--- src/rtl/mips_pkg.sv ---
`default_nettype none
// ============================================================================
// Module  : mips_pkg
// Purpose : Shared types and constants for the multicycle MIPS controller.
//           Contains the FSM state enum (4-bit, IDLE=0), opcode constants,
//           ALUOp / ALUSrcB / PCSrc select constants, the packed control word
//           and a helper that classifies supported opcodes.
// Revision: 1.0 - initial release
// ============================================================================
package mips_pkg;

    typedef enum logic [3:0] {
        IDLE   = 4'd0,
        FETCH  = 4'd1,
        DECODE = 4'd2,
        MEMADR = 4'd3,
        MEMRD  = 4'd4,
        MEMWB  = 4'd5,
        MEMWR  = 4'd6,
        EXEC   = 4'd7,
        ALUWB  = 4'd8,
        BRANCH = 4'd9,
        ADDIEX = 4'd10,
        ADDIWB = 4'd11,
        JUMP   = 4'd12
    } mc_state_t;

    localparam logic [5:0] OP_RTYPE = 6'b000000;
    localparam logic [5:0] OP_LW    = 6'b100011;
    localparam logic [5:0] OP_SW    = 6'b101011;
    localparam logic [5:0] OP_BEQ   = 6'b000100;
    localparam logic [5:0] OP_ADDI  = 6'b001000;
    localparam logic [5:0] OP_J     = 6'b000010;

    localparam logic [1:0] ALUOP_ADD   = 2'b00;
    localparam logic [1:0] ALUOP_SUB   = 2'b01;
    localparam logic [1:0] ALUOP_FUNCT = 2'b10;

    localparam logic [1:0] ALUSRCB_B       = 2'b00;
    localparam logic [1:0] ALUSRCB_FOUR    = 2'b01;
    localparam logic [1:0] ALUSRCB_IMM     = 2'b10;
    localparam logic [1:0] ALUSRCB_IMM_SH2 = 2'b11;

    localparam logic [1:0] PCSRC_ALURESULT = 2'b00;
    localparam logic [1:0] PCSRC_ALUOUT    = 2'b01;
    localparam logic [1:0] PCSRC_JUMP      = 2'b10;

    // Datapath control word produced by the output decoder.
    typedef struct packed {
        logic       iord;
        logic       mem_write;
        logic       ir_write;
        logic       pc_write;
        logic       branch;
        logic       reg_dst;
        logic       mem_to_reg;
        logic       reg_write;
        logic       alu_src_a;
        logic [1:0] alu_src_b;
        logic [1:0] alu_op;
        logic [1:0] pc_src;
        logic       instr_done;
    } ctrl_t;

    function automatic logic op_is_legal(input logic [5:0] op);
        return (op == OP_RTYPE) || (op == OP_LW) || (op == OP_SW) ||
               (op == OP_BEQ)   || (op == OP_ADDI) || (op == OP_J);
    endfunction

endpackage
`default_nettype wire

--- src/rtl/mc_out_decode.sv ---
`default_nettype none
// ============================================================================
// Module  : mc_out_decode
// Purpose : Combinational mapping from the controller state (plus the memory
//           acknowledge) to the datapath control word. Pure Moore decode
//           except for the ack-qualified enables in FETCH and MEMWR.
// Ports   : state [3:0] in  - registered FSM state
//           ack         in  - memory handshake complete this cycle
//           ctrl        out - control word (ctrl_t)
// Revision: 1.0 - initial release
// ============================================================================
module mc_out_decode
    import mips_pkg::*;
(
    input  logic [3:0] state,
    input  logic       ack,
    output ctrl_t      ctrl
);

    always_comb begin
        ctrl = '0;
        case (state)
            FETCH: begin
                ctrl.alu_src_b = ALUSRCB_FOUR;
                ctrl.alu_op    = ALUOP_ADD;
                ctrl.pc_src    = PCSRC_ALURESULT;
                // Load IR and PC+4 only on the cycle the instruction word arrives.
                ctrl.ir_write  = ack;
                ctrl.pc_write  = ack;
            end
            DECODE: begin
                // Branch target precompute: PC + (SignImm << 2).
                ctrl.alu_src_b = ALUSRCB_IMM_SH2;
                ctrl.alu_op    = ALUOP_ADD;
            end
            MEMADR: begin
                ctrl.alu_src_a = 1'b1;
                ctrl.alu_src_b = ALUSRCB_IMM;
                ctrl.alu_op    = ALUOP_ADD;
            end
            MEMRD: begin
                ctrl.iord = 1'b1;
            end
            MEMWB: begin
                ctrl.mem_to_reg = 1'b1;
                ctrl.reg_write  = 1'b1;
                ctrl.instr_done = 1'b1;
            end
            MEMWR: begin
                // Write strobe is held for the whole access; completion only on ack.
                ctrl.iord       = 1'b1;
                ctrl.mem_write  = 1'b1;
                ctrl.instr_done = ack;
            end
            EXEC: begin
                ctrl.alu_src_a = 1'b1;
                ctrl.alu_src_b = ALUSRCB_B;
                ctrl.alu_op    = ALUOP_FUNCT;
            end
            ALUWB: begin
                ctrl.reg_dst    = 1'b1;
                ctrl.reg_write  = 1'b1;
                ctrl.instr_done = 1'b1;
            end
            BRANCH: begin
                ctrl.alu_src_a  = 1'b1;
                ctrl.alu_src_b  = ALUSRCB_B;
                ctrl.alu_op     = ALUOP_SUB;
                ctrl.pc_src     = PCSRC_ALUOUT;
                ctrl.branch     = 1'b1;
                ctrl.instr_done = 1'b1;
            end
            ADDIEX: begin
                ctrl.alu_src_a = 1'b1;
                ctrl.alu_src_b = ALUSRCB_IMM;
                ctrl.alu_op    = ALUOP_ADD;
            end
            ADDIWB: begin
                ctrl.reg_write  = 1'b1;
                ctrl.instr_done = 1'b1;
            end
            JUMP: begin
                ctrl.pc_src     = PCSRC_JUMP;
                ctrl.pc_write   = 1'b1;
                ctrl.instr_done = 1'b1;
            end
            default: ctrl = '0;
        endcase
    end

endmodule
`default_nettype wire

--- src/rtl/mc_controller.sv ---
`default_nettype none
// ============================================================================
// Module  : mc_controller
// Purpose : Multicycle MIPS control FSM. Sequences each instruction through
//           fetch / decode / execute / memory / writeback and drives the
//           shared-datapath muxes and write enables.
// Config  : MC_MEM_WAIT_EN - when defined, FETCH, MEMRD and MEMWR stall until
//           mem_ready=1; when undefined mem_ready is ignored.
// Ports   : clk, rst_n (async active-low), Op[5:0], mem_ready
//           IorD, MemWrite, IRWrite, PCWrite, Branch, RegDst, MemtoReg,
//           RegWrite, ALUSrcA, ALUSrcB[1:0], ALUOp[1:0], PCSrc[1:0],
//           instr_done, illegal_op, state[3:0] (debug)
// Revision: 1.0 - initial release
// ============================================================================
module mc_controller
    import mips_pkg::*;
(
    input  logic       clk,
    input  logic       rst_n,
    input  logic [5:0] Op,
    input  logic       mem_ready,
    output logic       IorD,
    output logic       MemWrite,
    output logic       IRWrite,
    output logic       PCWrite,
    output logic       Branch,
    output logic       RegDst,
    output logic       MemtoReg,
    output logic       RegWrite,
    output logic       ALUSrcA,
    output logic [1:0] ALUSrcB,
    output logic [1:0] ALUOp,
    output logic [1:0] PCSrc,
    output logic       instr_done,
    output logic       illegal_op,
    output logic [3:0] state
);

    mc_state_t state_q;
    mc_state_t state_d;
    logic      ack;
    ctrl_t     ctrl;

`ifdef MC_MEM_WAIT_EN
    assign ack = mem_ready;
`else
    logic unused_mem_ready;
    assign unused_mem_ready = mem_ready;
    assign ack              = 1'b1;
`endif

    always_ff @(posedge clk or negedge rst_n) begin
        if (!rst_n) begin
            state_q <= IDLE;
        end else begin
            state_q <= state_d;
        end
    end

    always_comb begin
        state_d = state_q;
        case (state_q)
            IDLE:   state_d = FETCH;
            FETCH:  state_d = ack ? DECODE : FETCH;
            DECODE: begin
                case (Op)
                    OP_LW, OP_SW: state_d = MEMADR;
                    OP_RTYPE:     state_d = EXEC;
                    OP_BEQ:       state_d = BRANCH;
                    OP_ADDI:      state_d = ADDIEX;
                    OP_J:         state_d = JUMP;
                    default:      state_d = FETCH;
                endcase
            end
            // IR still holds the lw/sw word, so Op can be re-examined here.
            MEMADR: state_d = (Op == OP_LW) ? MEMRD : MEMWR;
            MEMRD:  state_d = ack ? MEMWB : MEMRD;
            MEMWB:  state_d = FETCH;
            MEMWR:  state_d = ack ? FETCH : MEMWR;
            EXEC:   state_d = ALUWB;
            ALUWB:  state_d = FETCH;
            BRANCH: state_d = FETCH;
            ADDIEX: state_d = ADDIWB;
            ADDIWB: state_d = FETCH;
            JUMP:   state_d = FETCH;
            default: state_d = IDLE;
        endcase
    end

    mc_out_decode u_out_decode (
        .state (state_q),
        .ack   (ack),
        .ctrl  (ctrl)
    );

    assign IorD       = ctrl.iord;
    assign MemWrite   = ctrl.mem_write;
    assign IRWrite    = ctrl.ir_write;
    assign PCWrite    = ctrl.pc_write;
    assign Branch     = ctrl.branch;
    assign RegDst     = ctrl.reg_dst;
    assign MemtoReg   = ctrl.mem_to_reg;
    assign RegWrite   = ctrl.reg_write;
    assign ALUSrcA    = ctrl.alu_src_a;
    assign ALUSrcB    = ctrl.alu_src_b;
    assign ALUOp      = ctrl.alu_op;
    assign PCSrc      = ctrl.pc_src;
    assign instr_done = ctrl.instr_done;
    assign illegal_op = (state_q == DECODE) && !op_is_legal(Op);
    assign state      = state_q;

endmodule
`default_nettype wire

--- config.mk ---
export PLATFORM = sky130hd
export DESIGN_NAME = mc_controller
export DESIGN_NICKNAME = d
export VERILOG_FILES = /design/src/rtl/mips_pkg.sv /design/src/rtl/mc_out_decode.sv /design/src/rtl/mc_controller.sv
export SDC_FILE = /design/constraint.sdc
export NUM_CORES = 1
export LEC_CHECK = 0
export BUFFER_PORTS_ARGS = -buffer_cell sky130_fd_sc_hd__clkbuf_2
export CAP_MARGIN = 20
export CORE_MARGIN = 2
export CORE_UTILIZATION = 26
export CTS_CLUSTER_SIZE = 12
export DETAILED_ROUTE_END_ITERATION = 10
export GPL_ROUTABILITY_DRIVEN = 1
export PLACE_DENSITY = 0.56
export SYNTH_ARGS = -nofsm -noshare
export SYNTH_HDL_FRONTEND = slang
export SYNTH_SLANG_ARGS = --single-unit
--- constraint.sdc ---
create_clock -name clk -period 1.8 [get_ports clk]
set_input_delay 0.27 -clock clk [delete_from_list [all_inputs] [get_ports clk]]
set_output_delay 0.27 -clock clk [all_outputs]
set_load 0.02 [all_outputs]
==> metrics.csv, run 1 <==
stage,metric,value,unit
yosys,Synth Area in Simple Gates,36.8,%
placement,RD Place Congestion,0.770,
timing,Final period util,94.9,%
power,clock network power share,8.4,%
setup_path,crit-path max cell delay,0.48,ns
yosys,post-synthesis xor/xnor area fraction,3.46,%
power,Pwr per Cell Area,1810,nW/um2
setup_path,crit path max-delay cell type,dfrtp_2,
cts,CTS tree,yes,
yosys,area share of fa/ha/maj cells after synthesis,0,%
timing,final hold slack,0.353,ns
placement,dpl hpwl,1140,um
power,Static Leakage,0.381,nW
detailed_routing,DR DRC count,0,
timing,Worst slew margin,80.2,%
die,Die X,48.1,um
detailed_routing,detailed-route vias per instance,5.10,
die,Initial Utilization,28.4,%
setup_path,r2r startpoint,state[1],
die,standard-cell rows,15,
cts,clock root buffer,clkbuf_4,
timing,Final Setup Violations,0,
cts,clk sink count,4,
grt,total track usage,14.6,%
setup_path,capturing point of the worst reg2reg path,state[1],
grt,initial antenna violation count,0,
layout,register area,104,um2
grt,largest net degree at the start of global routing,12,
power,Comb pwr share,75.0,%
die,die height,48.1,um
setup_path,startpoint types,register,
layout,antenna cells,0,
grt,first-pass GRT wire length,2300,um
detailed_routing,post-route ant nets,0,
timing,Tmin final,1.71,ns
layout,fillers,205,
placement,pre-CTS setup slack,0.163,ns
yosys,Syn. warnings,0,
setup_path,worst reg2reg setup slack,0.58,ns
die,core area,1780,um2
cts,clk_lat worst skew,0.24,ns
layout,Syn-to-layout area delta,53.3,%
detailed_routing,routed wire length per instance,12.1,um
timing,final hold viol count,0,
die,io pins,30,
yosys,Post-synth ARST share,100,%
yosys,cell accounting for the most synthesized area,dfrtp_1,
setup_path,CP bufs+invs,2,
yosys,main combinational cell family by area after synthesis,simple AND/OR/NAND/NOR gates,
yosys,Mapped Area,507,um2
detailed_routing,TritonRoute pass-1 iters,2,
detailed_routing,WL final,1520,um
timing,unrepaired setup endpoints after global routing,no,
status,status,"finished, final reports clean",
yosys,post-synthesis mux area share,8.15,%
setup_path,critical path's top delay family,flip-flops,
yosys,Post-synth EDFFs,0,
grt,gr ovfl total,0,
setup_path,CP cell instances,buf_4 -> nor2_2 -> o2111ai_1 -> nor2_1 -> clkbuf_2,
setup_path,Critical Path RT,1.53,ns
layout,max reg flops,4,
yosys,synth top area cells,"dfrtp_1 (20%), nor2_1 (7.4%), mux2i_1 (5.9%), nand2b_1 (4.9%), a21oi_1 (4.0%)",
flow_run,max_cap viols,0,
yosys,post-synthesis sequential area ratio,19.8,%
yosys,Syn Area/Cell,7.45,um2
setup_path,worst r2r path cells,3,
yosys,most common flop cell mapped by yosys,dfrtp_1,
yosys,most frequent cell after synthesis,nor2_1,
layout,layout cell share with drive strength beyond 1,49.5,%
timing,setup TNS,0,ns
timing,Peak Freq,0.585,GHz
layout,Nets,112,
yosys,Synth cell types,35,
setup_path,worst-path maximum fanout,11,
cts,Clock Tree Buf Depth,2,
setup_path,Setup CP Type,register to output pin,
power,Net Sw Power,0.748,mW
worst_hold_path,Hold Path Depth,4,
cts,clock-pin slew on the worst setup and hold paths,0.04,ns
setup_path,critical path endpoint category,output pin,
cts,H-tree Lvls,1,
yosys,Synthesized Nets,77,
timing,final setup margin,0.0920,ns
die,die area,2320,um2
power,power share of the sequential group,16.6,%
worst_hold_path,min-delay worst type,input port to register,
placement,I/O Buffers,28,
detailed_routing,Initial DRC Count,3,
timing,clk_skew,0.00180,ns
yosys,Synth top area share,19.8,%
timing,Least-Margin Pin Slew,0.293,ns
timing,Slew Limit Fails,0,
power,worst vdd rail ir drop,0.000609,V
yosys,Post-Syn Instances,68,
worst_hold_path,HP Start,Op[4],
yosys,Synth top cells by count,"nor2_1 (10), a21oi_1 (4), dfrtp_1 (4), nand2b_1 (4), nor3_1 (4)",
yosys,#FFs+latches synth,4,
yosys,compound-cell area share of the yosys netlist,26.7,%
detailed_routing,via count,642,
worst_hold_path,Hold Crit Endpoint,state[3],
grt,vias in the first global route,513,
power,Switching Share,53.3,%
power,internal power,0.657,mW
setup_path,WP data arrival,1.44,ns
layout,Multi-input gate area,409,um2
cts,Num CTS Buffers,3,
==> worst max-delay path by stage <==
| stage | to | cells past startpoint | start | slack, ns |
|---|---|---|---|---|
| 6_report | illegal_op | 5 | state[3] | 0.09 |
| 4_1_cts | instr_done | 5 | state[2] | 0.004 |
| 3_5_place_dp | illegal_op | 5 | Op[0] | 0.16 |
| 5_1_grt | illegal_op | 5 | state[3] | 0.002 |
| 3_3_place_gp | illegal_op | 5 | Op[0] | 0.17 |
| 2_1_floorplan | RegWrite | 4 | state[2] | 0.15 |
==> cells in the final DEF, fill, tap and decap left out, types with 2 or more instances in the layout <==
cell type	instances
clkbuf_4	3
buf_4	8
a21o_1	2
dfrtp_2	3
o211ai_1	2
mux2i_1	3
a21oi_1	4
nand2_1	3
clkbuf_2	25
nor3_1	3
nor3_2	2
nand2b_1	2
o21ai_0	2
nor3b_1	2
nor2_1	9
and3_1	2
nand2b_4	2
==> stage by stage <==
step           cell area, um2  util, %  power, mW  std cells
2_1_floorplan             512        -      0.879         68
3_3_place_gp              698     39.2       1.19        121
3_5_place_dp              698     39.2       1.20        121
4_1_cts                   736     41.3       1.33        125
5_1_grt                   777     43.6       1.53        126
6_report                  777     43.6       1.40        126
==> kinds of logic (layout without fill, tap and decap cells) <==
logic type	count (synthesis)	count (layout)
simple gates	33	33
compound gates	19	19
buf+inv	6	39
mux	4	4
flops	4	4
xor+xnor	2	2
==> worst reg2reg max path, cell delays in order, from the launching register on <==
cell and delay [ns]:
dfrtp_2 0.46, nor4b_1 0.17, a2111o_1 0.41, o211ai_1 0.08
==> layout make-up <==
class	instances	share of cell area, %
inverters	1	0.483
clock buffers	3	2.90
repair buffers	35	26.6
well taps	25	4.03
flip-flops and latches	4	13.4
multi-input cells	58	52.7
==> per-layer routing <==
metal  track usage (%)  part of all wire, %
met4              8.11                  1.9
met3              3.33                  5.4
met2              21.6                   46
met1              19.4                   47
met5                 0                    0
==> timing repair <==
action / CTS / global route
endpoints found under the setup margin: 2 / 5
endpoints found under the hold margin: 4 / 0
hold buffers: 1 / 0
cloned: 0 / 0
buffers inserted: 0 / 1
gates resized for setup: 3 / 12
==> power by group through the flow <==
stage / sequential (mW) / clock [mW] / combinational [mW]
after detailed placement: 0.226 / 0 / 0.973
after global placement: 0.225 / 0 / 0.967
final: 0.233 / 0.118 / 1.05
after CTS: 0.230 / 0.122 / 0.982
after floorplan: 0.226 / 0 / 0.654
after global routing: 0.246 / 0.132 / 1.16
No activity file was read; power rests on OpenSTA's default activity.
==> run 2, diff against run 1 <==
CORE_AREA = 2 2 39 41   (was unset)
CORE_MARGIN = unset   (was 2)
CORE_UTILIZATION = unset   (was 26)
CTS_CLUSTER_SIZE = 30   (was 12)
DIE_AREA = 0 0 41 43   (was unset)
PLACE_DENSITY = 0.72   (was 0.56)
==> metrics.csv, run 2 (synthesized netlist as in run 1, its figures left out) <==
stage,metric,value,unit,change
timing,final hold slack,0.364,ns,+0.0108 ns
layout,register area,104,um2,unchanged
cts,clock root buffer,clkbuf_4,,
layout,Syn-to-layout area delta,46.9,%,
timing,clk_skew,0.00289,ns,+0.00109 ns
layout,"commonest non-fill, non-tap cell in the layout",clkbuf_2,,
die,Die X,41,um,-15%
layout,fin area,744,um2,-4.2%
timing,Tmin final,1.73,ns,+0.0224 ns
setup_path,worst-path maximum fanout,8,,-3
die,io pins,30,,unchanged
detailed_routing,Initial DRC Count,8,,+5
grt,largest net degree at the start of global routing,12,,unchanged
setup_path,startpoint types,register,,
detailed_routing,DR DRC count,0,,unchanged
timing,setup TNS,0,ns,unchanged
detailed_routing,post-route ant nets,0,,unchanged
layout,Multi-input gate area,393,um2,-4.0%
flow_run,max_cap viols,0,,unchanged
layout,antenna cells,0,,unchanged
power,Pwr per Cell Area,1800,nW/um2,-0.17%
die,die area,1760,um2,-24%
detailed_routing,TritonRoute pass-1 iters,4,,+2
layout,most frequent cells in the layout,"clkbuf_2 (27), nor2_1 (10), buf_4 (6)",,
timing,final hold viol count,0,,unchanged
layout,max reg flops,4,,unchanged
timing,Least-Margin Pin Slew,0.295,ns,+0.00197 ns
layout,fillers,141,,-31%
power,Static Leakage,0.374,nW,-1.6%
grt,first-pass GRT wire length,2290,um,-0.61%
cts,Num CTS Buffers,3,,unchanged
die,Initial Utilization,36.6,%,+8.2 points
timing,Final Setup Violations,0,,unchanged
placement,dpl hpwl,1090,um,-4.8%
detailed_routing,routed wire length per instance,12.0,um,-1.1%
cts,H-tree Lvls,1,,unchanged
timing,Worst slew margin,80.1,%,-0.13 points
grt,total track usage,18.2,%,+3.6 points
cts,CTS tree,yes,,
cts,clk_lat worst skew,0.24,ns,about the same
cts,Clock Tree Buf Depth,2,,unchanged
status,status,"finished, final reports clean",,
die,standard-cell rows,14,,-1
grt,initial antenna violation count,0,,unchanged
die,die height,43,um,-11%
timing,Peak Freq,0.578,GHz,-1.3%
worst_hold_path,min-delay worst type,input port to register,,
setup_path,WP data arrival,1.46,ns,+0.02 ns
cts,clk sink count,4,,unchanged
grt,gr ovfl total,0,,unchanged
placement,I/O Buffers,28,,unchanged
timing,Slew Limit Fails,0,,unchanged
power,worst vdd rail ir drop,0.000593,V,-2.5%
layout,fin util,53.8,%,+10 points
setup_path,Setup CP Type,register to output pin,,
detailed_routing,via count,641,,-0.16%
detailed_routing,WL final,1400,um,-8.1%
timing,Final period util,96.1,%,+1.2 points
layout,layout cell share with drive strength beyond 1,46.5,%,-3.0 points
grt,vias in the first global route,525,,+2.3%
setup_path,Critical Path RT,1.53,ns,about the same
die,core area,1380,um2,-22%
placement,RD Place Congestion,0.757,,-1.7%
cts,clock-pin slew on the worst setup and hold paths,0.04,ns,about the same
setup_path,critical path endpoint category,output pin,,
setup_path,worst r2r path cells,3,,unchanged
worst_hold_path,Hold Path Depth,4,,unchanged
layout,Nets,112,,unchanged
placement,placed cell area,687,um2,-1.6%
detailed_routing,detailed-route vias per instance,5.48,,+7.5%
[run 2: changes by cell type in the layout (fill, tap and decap cells not counted), sizes merged]
cell    delta
buf        -2
clkbuf     +2
[run 2: worst max-delay path: stages (launching register included)]
cell      delay (ns)
dfrtp_2         0.44
nand2b_1        0.19
mux2_2          0.27
o22ai_1         0.14
clkbuf_2        0.19
[run 2: layout make-up]
type	instances	share of cell area [%]
Clock buffer	3	3.03
Inverter	1	0.504
Multi-Input combinational cell	58	52.8
Sequential cell	4	13.9
Tap cell	16	2.69
Timing Repair Buffer	35	27.1
[run 2: worst paths after layout]
| check | from | end | slack (ns) |
|---|---|---|---|
| max | state[2] | ALUSrcA | 0.07 |
| min | Op[4] | state[3] | 0.36 |
| max reg2reg | state[1] | state[1] | 0.57 |
| min reg2reg | state[3] | state[0] | 0.62 |
| max in group asynchronous | rst_n | state[1] | 1.29 |
| min in group asynchronous | rst_n | state[2] | 0.37 |
[run 2: layer usage]
layer	up-vias	global-route usage (%)	share of wire, %
met1	300	24.1	43
li1	323	-	-
met5	-	0	0
met2	18	29.4	52
met3	0	3.14	5.2
met4	0	4.00	0
[run 2: timing repair]
item                                    CTS  global route
resized for setup                         0             8
endpoints found under the setup margin    0             5
hold buffers                              1             0
setup buffers                             0             1
hold endpoints to repair                  4             0
[run 2: through the flow]
| step | setup WS, ns | total power [mW] | instances |
|---|---|---|---|
| floorplan | 0.147 | 0.879 | 68 |
| global placement | 0.174 | 1.17 | 112 |
| detailed placement | 0.126 | 1.20 | 112 |
| CTS | 0.00428 | 1.32 | 116 |
| global route | -0.00550 | 1.46 | 117 |
| finish | 0.0696 | 1.34 | 117 |
[run 2: power by group]
group | leakage, nW | internal [mW] | switching [mW]
registers | 0.0458 | 0.135 | 0.0948
clock network | 0.0138 | 0.0746 | 0.0371
logic | 0.315 | 0.411 | 0.592
total | 0.374 | 0.620 | 0.724
==> run 3, diff against run 2 <==
CORE_AREA = unset   (was 2 2 39 41)
CORE_MARGIN = 2   (was unset)
CORE_UTILIZATION = 37   (was unset)
CTS_CLUSTER_DIAMETER = 150   (was unset)
DIE_AREA = unset   (was 0 0 41 43)
PLACE_DENSITY = 0.74   (was 0.72)
clock period = 1.4 ns   (was 1.8 ns; I/O delays follow)
==> metrics.csv, run 3 <==
stage,metric,value,unit,change
die,standard-cell rows,13,,-1
yosys,area share of fa/ha/maj cells after synthesis,0,%,unchanged
timing,Worst Endpoint after GRT Repair,RegWrite,,
yosys,post-synthesis xor/xnor area fraction,3.46,%,unchanged
cts,clk sink count,4,,unchanged
yosys,Mapped Area,507,um2,unchanged
yosys,main combinational cell family by area after synthesis,simple AND/OR/NAND/NOR gates,,
yosys,post-synthesis sequential area ratio,19.8,%,unchanged
yosys,Synth top area share,19.8,%,unchanged
die,io pins,30,,unchanged
yosys,Syn Area/Cell,7.45,um2,unchanged
status,status,did not finish,,
status,Halt Reason,"[ERROR DPL-0038] Utilization greater than 100%, impossible to legalize",,
die,die height,41.0,um,-4.6%
placement,I/O Buffers,28,,unchanged
cts,H-tree Lvls,1,,unchanged
yosys,Synth Area in Simple Gates,36.8,%,unchanged
cts,Num CTS Buffers,3,,unchanged
yosys,most common flop cell mapped by yosys,dfrtp_1,,
yosys,most frequent cell after synthesis,nor2_1,,
yosys,synth top area cells,"dfrtp_1 (20%), nor2_1 (7.4%), mux2i_1 (5.9%), nand2b_1 (4.9%), a21oi_1 (4.0%)",,
yosys,Post-synth ARST share,100,%,unchanged
yosys,Syn. warnings,0,,unchanged
placement,dpl hpwl,1320,um,+21%
yosys,compound-cell area share of the yosys netlist,26.7,%,unchanged
yosys,Post-synth EDFFs,0,,unchanged
yosys,cell accounting for the most synthesized area,dfrtp_1,,
yosys,Post-Syn Instances,68,,unchanged
grt,largest net degree at the start of global routing,8,,
timing,Worst EP kind,primary output,,
yosys,post-synthesis mux area share,8.15,%,unchanged
yosys,#FFs+latches synth,4,,unchanged
yosys,Synth top cells by count,"nor2_1 (10), a21oi_1 (4), dfrtp_1 (4), nand2b_1 (4), nor3_1 (4)",,
cts,Clock Tree Buf Depth,2,,unchanged
die,Die X,41.0,um,about the same
yosys,Synthesized Nets,77,,unchanged
placement,Cells after DPL,129,,+15%
status,Fail Step,5_1_grt,,
yosys,Synth cell types,35,,unchanged
die,Initial Utilization,39.4,%,+2.8 points
cts,clock root buffer,clkbuf_4,,
placement,RD Place Congestion,0.802,,+6.0%
run 3: cell counts after synthesis:
No cell type changed its count.
run 3: kinds of logic after synthesis:
family / count (synthesis)
AOI/OAI and AO/OA: 19
buffers and inverters: 6
DFF: 4
muxes: 4
and+or+nand+nor: 33
xor gates and xnor gates: 2
run 3: per-stage QoR:
step                      setup slack [ns]  instance area (um2)
after CTS                           -0.189                 1130
after detailed placement           -0.0880                  868
after global placement             -0.0767                  868
after floorplan                    -0.0846                  571
run 3: timing repair:
action / CTS
setup buffers: 7
setup endpoints to repair: 17
endpoints found under the hold margin: 4
pin swaps: 7
gates resized for setup: 45
hold buffers: 1
==> run 4, diff against run 3 <==
CORE_AREA = 2 2 63 65   (was unset)
CORE_MARGIN = unset   (was 2)
CORE_UTILIZATION = unset   (was 37)
CTS_CLUSTER_DIAMETER = unset   (was 150)
CTS_CLUSTER_SIZE = unset   (was 30)
DIE_AREA = 0 0 65 67   (was unset)
PLACE_DENSITY = unset   (was 0.74)
PLACE_DENSITY_LB_ADDON = 0.15   (was unset)
clock period = 1.8 ns   (was 1.4 ns; I/O delays follow)
==> metrics.csv, run 4 (synthesized netlist as in run 1, its figures left out) <==
stage,metric,value,unit,change
setup_path,r2r startpoint,state[1],,
timing,unrepaired setup endpoints after global routing,no,,
timing,Peak Freq,0.583,GHz,
power,Net Sw Power,0.766,mW,
layout,most frequent cells in the layout,"clkbuf_2 (26), nor2_1 (10), buf_4 (9)",,
detailed_routing,Initial DRC Count,30,,
cts,clock root buffer,clkbuf_8,,
detailed_routing,via count,661,,
cts,H-tree Lvls,1,,unchanged
timing,Least-Margin Pin Slew,0.331,ns,
grt,largest net degree at the start of global routing,11,,
power,power share of the sequential group,14.9,%,
detailed_routing,TritonRoute pass-1 iters,4,,
placement,I/O Buffers,28,,unchanged
layout,"commonest non-fill, non-tap cell in the layout",clkbuf_2,,
grt,initial antenna violation count,0,,
setup_path,capturing point of the worst reg2reg path,state[1],,
cts,clk sink count,4,,unchanged
setup_path,Critical Path RT,1.53,ns,
power,Pwr per Cell Area,1810,nW/um2,
detailed_routing,routed wire length per instance,11.7,um,
setup_path,CP cell instances,nand2b_2 -> o211a_1 -> a21oi_1 -> buf_4,,
cts,CTS tree,yes,,
setup_path,Worst path depth,4,,
timing,clk_skew,0.00127,ns,
die,io pins,30,,unchanged
setup_path,WP data arrival,1.44,ns,
grt,vias in the first global route,594,,
power,clock network power share,12.8,%,
timing,Worst slew margin,77.6,%,
detailed_routing,WL final,1760,um,
die,core area,3610,um2,
power,internal power,0.697,mW,
power,worst vdd rail ir drop,0.000336,V,
layout,layout cell share with drive strength beyond 1,45.6,%,
layout,Finished Layout Cells,151,,
grt,gr ovfl total,0,,
die,Initial Utilization,14.1,%,-25 points
worst_hold_path,min-delay worst type,input port to asynchronous set/reset pin,,
die,standard-cell rows,22,,+9
detailed_routing,detailed-route vias per instance,4.38,,
status,status,"finished, final reports clean",,
layout,fin util,22.4,%,
timing,Tmin final,1.71,ns,
setup_path,worst-path maximum fanout,7,,
layout,fillers,422,,
power,Switching Share,52.3,%,
timing,Slew Limit Fails,0,,
timing,setup TNS,0,ns,
power,Comb pwr share,72.2,%,
detailed_routing,post-route ant nets,0,,
placement,dpl hpwl,1400,um,+6.0%
power,Static Leakage,0.392,nW,
layout,Syn-to-layout area delta,59.3,%,
layout,max reg flops,4,,
setup_path,CP bufs+invs,1,,
setup_path,worst reg2reg setup slack,0.36,ns,
cts,clk_lat worst skew,0.22,ns,
setup_path,critical path endpoint category,output pin,,
setup_path,crit-path max cell delay,0.44,ns,
timing,Final Setup Violations,0,,
setup_path,worst r2r path cells,4,,
placement,Cells after DPL,144,,+12%
layout,Nets,114,,
layout,antenna cells,0,,
setup_path,critical path's top delay family,flip-flops,,
cts,Num CTS Buffers,3,,unchanged
setup_path,startpoint types,register,,
cts,Clock Tree Buf Depth,2,,unchanged
power,Power Total,1.46,mW,
setup_path,Setup CP Type,register to output pin,,
die,die height,67,um,+63%
die,die area,4360,um2,
cts,clock-pin slew on the worst setup and hold paths,0.03,ns,
placement,RD Place Congestion,0.743,,-7.4%
die,Die X,65,um,+59%
timing,final hold viol count,0,,
setup_path,crit path max-delay cell type,dfrtp_1,,
detailed_routing,DR DRC count,0,,
grt,first-pass GRT wire length,2850,um,
setup_path,Worst Setup SP,state[3],,
timing,Final period util,95.3,%,
grt,total track usage,8.48,%,
flow_run,max_cap viols,0,,
## run 4: final cells by class
| cell class | count | area [um2] | area share, % |
|---|---|---|---|
| Multi-Input combinational cell | 58 | 388 | 48.1 |
| Tap cell | 48 | 60.1 | 7.44 |
| Timing Repair Buffer | 37 | 213 | 26.4 |
| Sequential cell | 4 | 101 | 12.6 |
| Inverter | 1 | 3.75 | 0.465 |
| Clock buffer | 3 | 41.3 | 5.12 |
## run 4: worst max path at each step
stage	to	slack [ns]
2_1_floorplan	RegWrite	0.15
3_3_place_gp	illegal_op	0.13
3_5_place_dp	illegal_op	0.12
4_1_cts	ALUSrcA	0.006
5_1_grt	instr_done	0.002
6_report	instr_done	0.09
## run 4: routing by layer
metal	GRT usage (%)	share of wire [%]
met3	1.18	6.7
met2	13.7	44
met1	11.1	48
met4	3.99	1.1
met5	0	0
## run 4: through the flow
| step | hold WS [ns] | area (um2) | worst slack (ns) |
|---|---|---|---|
| 6_report | 0.393 | 807 | 0.0851 |
| 5_1_grt | 0.407 | 807 | 0.00185 |
| 4_1_cts | 0.391 | 778 | 0.00590 |
| 3_5_place_dp | 0.0804 | 727 | 0.124 |
| 3_3_place_gp | 0.0775 | 727 | 0.132 |
| 2_1_floorplan | -0.0256 | 512 | 0.147 |
## run 4: timing repair
action                                  4_1_cts  5_1_grt
endpoints found under the setup margin        0        3
hold buffers                                  1        0
endpoints found under the hold margin         4        0
gates resized for setup                       0        5
buffers inserted                              0        3
## run 4: power by group through the flow
| stage | Combinational (mW) | Sequential, mW | Clock (mW) |
|---|---|---|---|
| final | 1.06 | 0.218 | 0.188 |
| after global routing | 1.15 | 0.231 | 0.200 |
| after CTS | 1.02 | 0.226 | 0.193 |
| after detailed placement | 1.01 | 0.227 | 0 |
| after global placement | 1.02 | 0.228 | 0 |
| after floorplan | 0.654 | 0.226 | 0 |
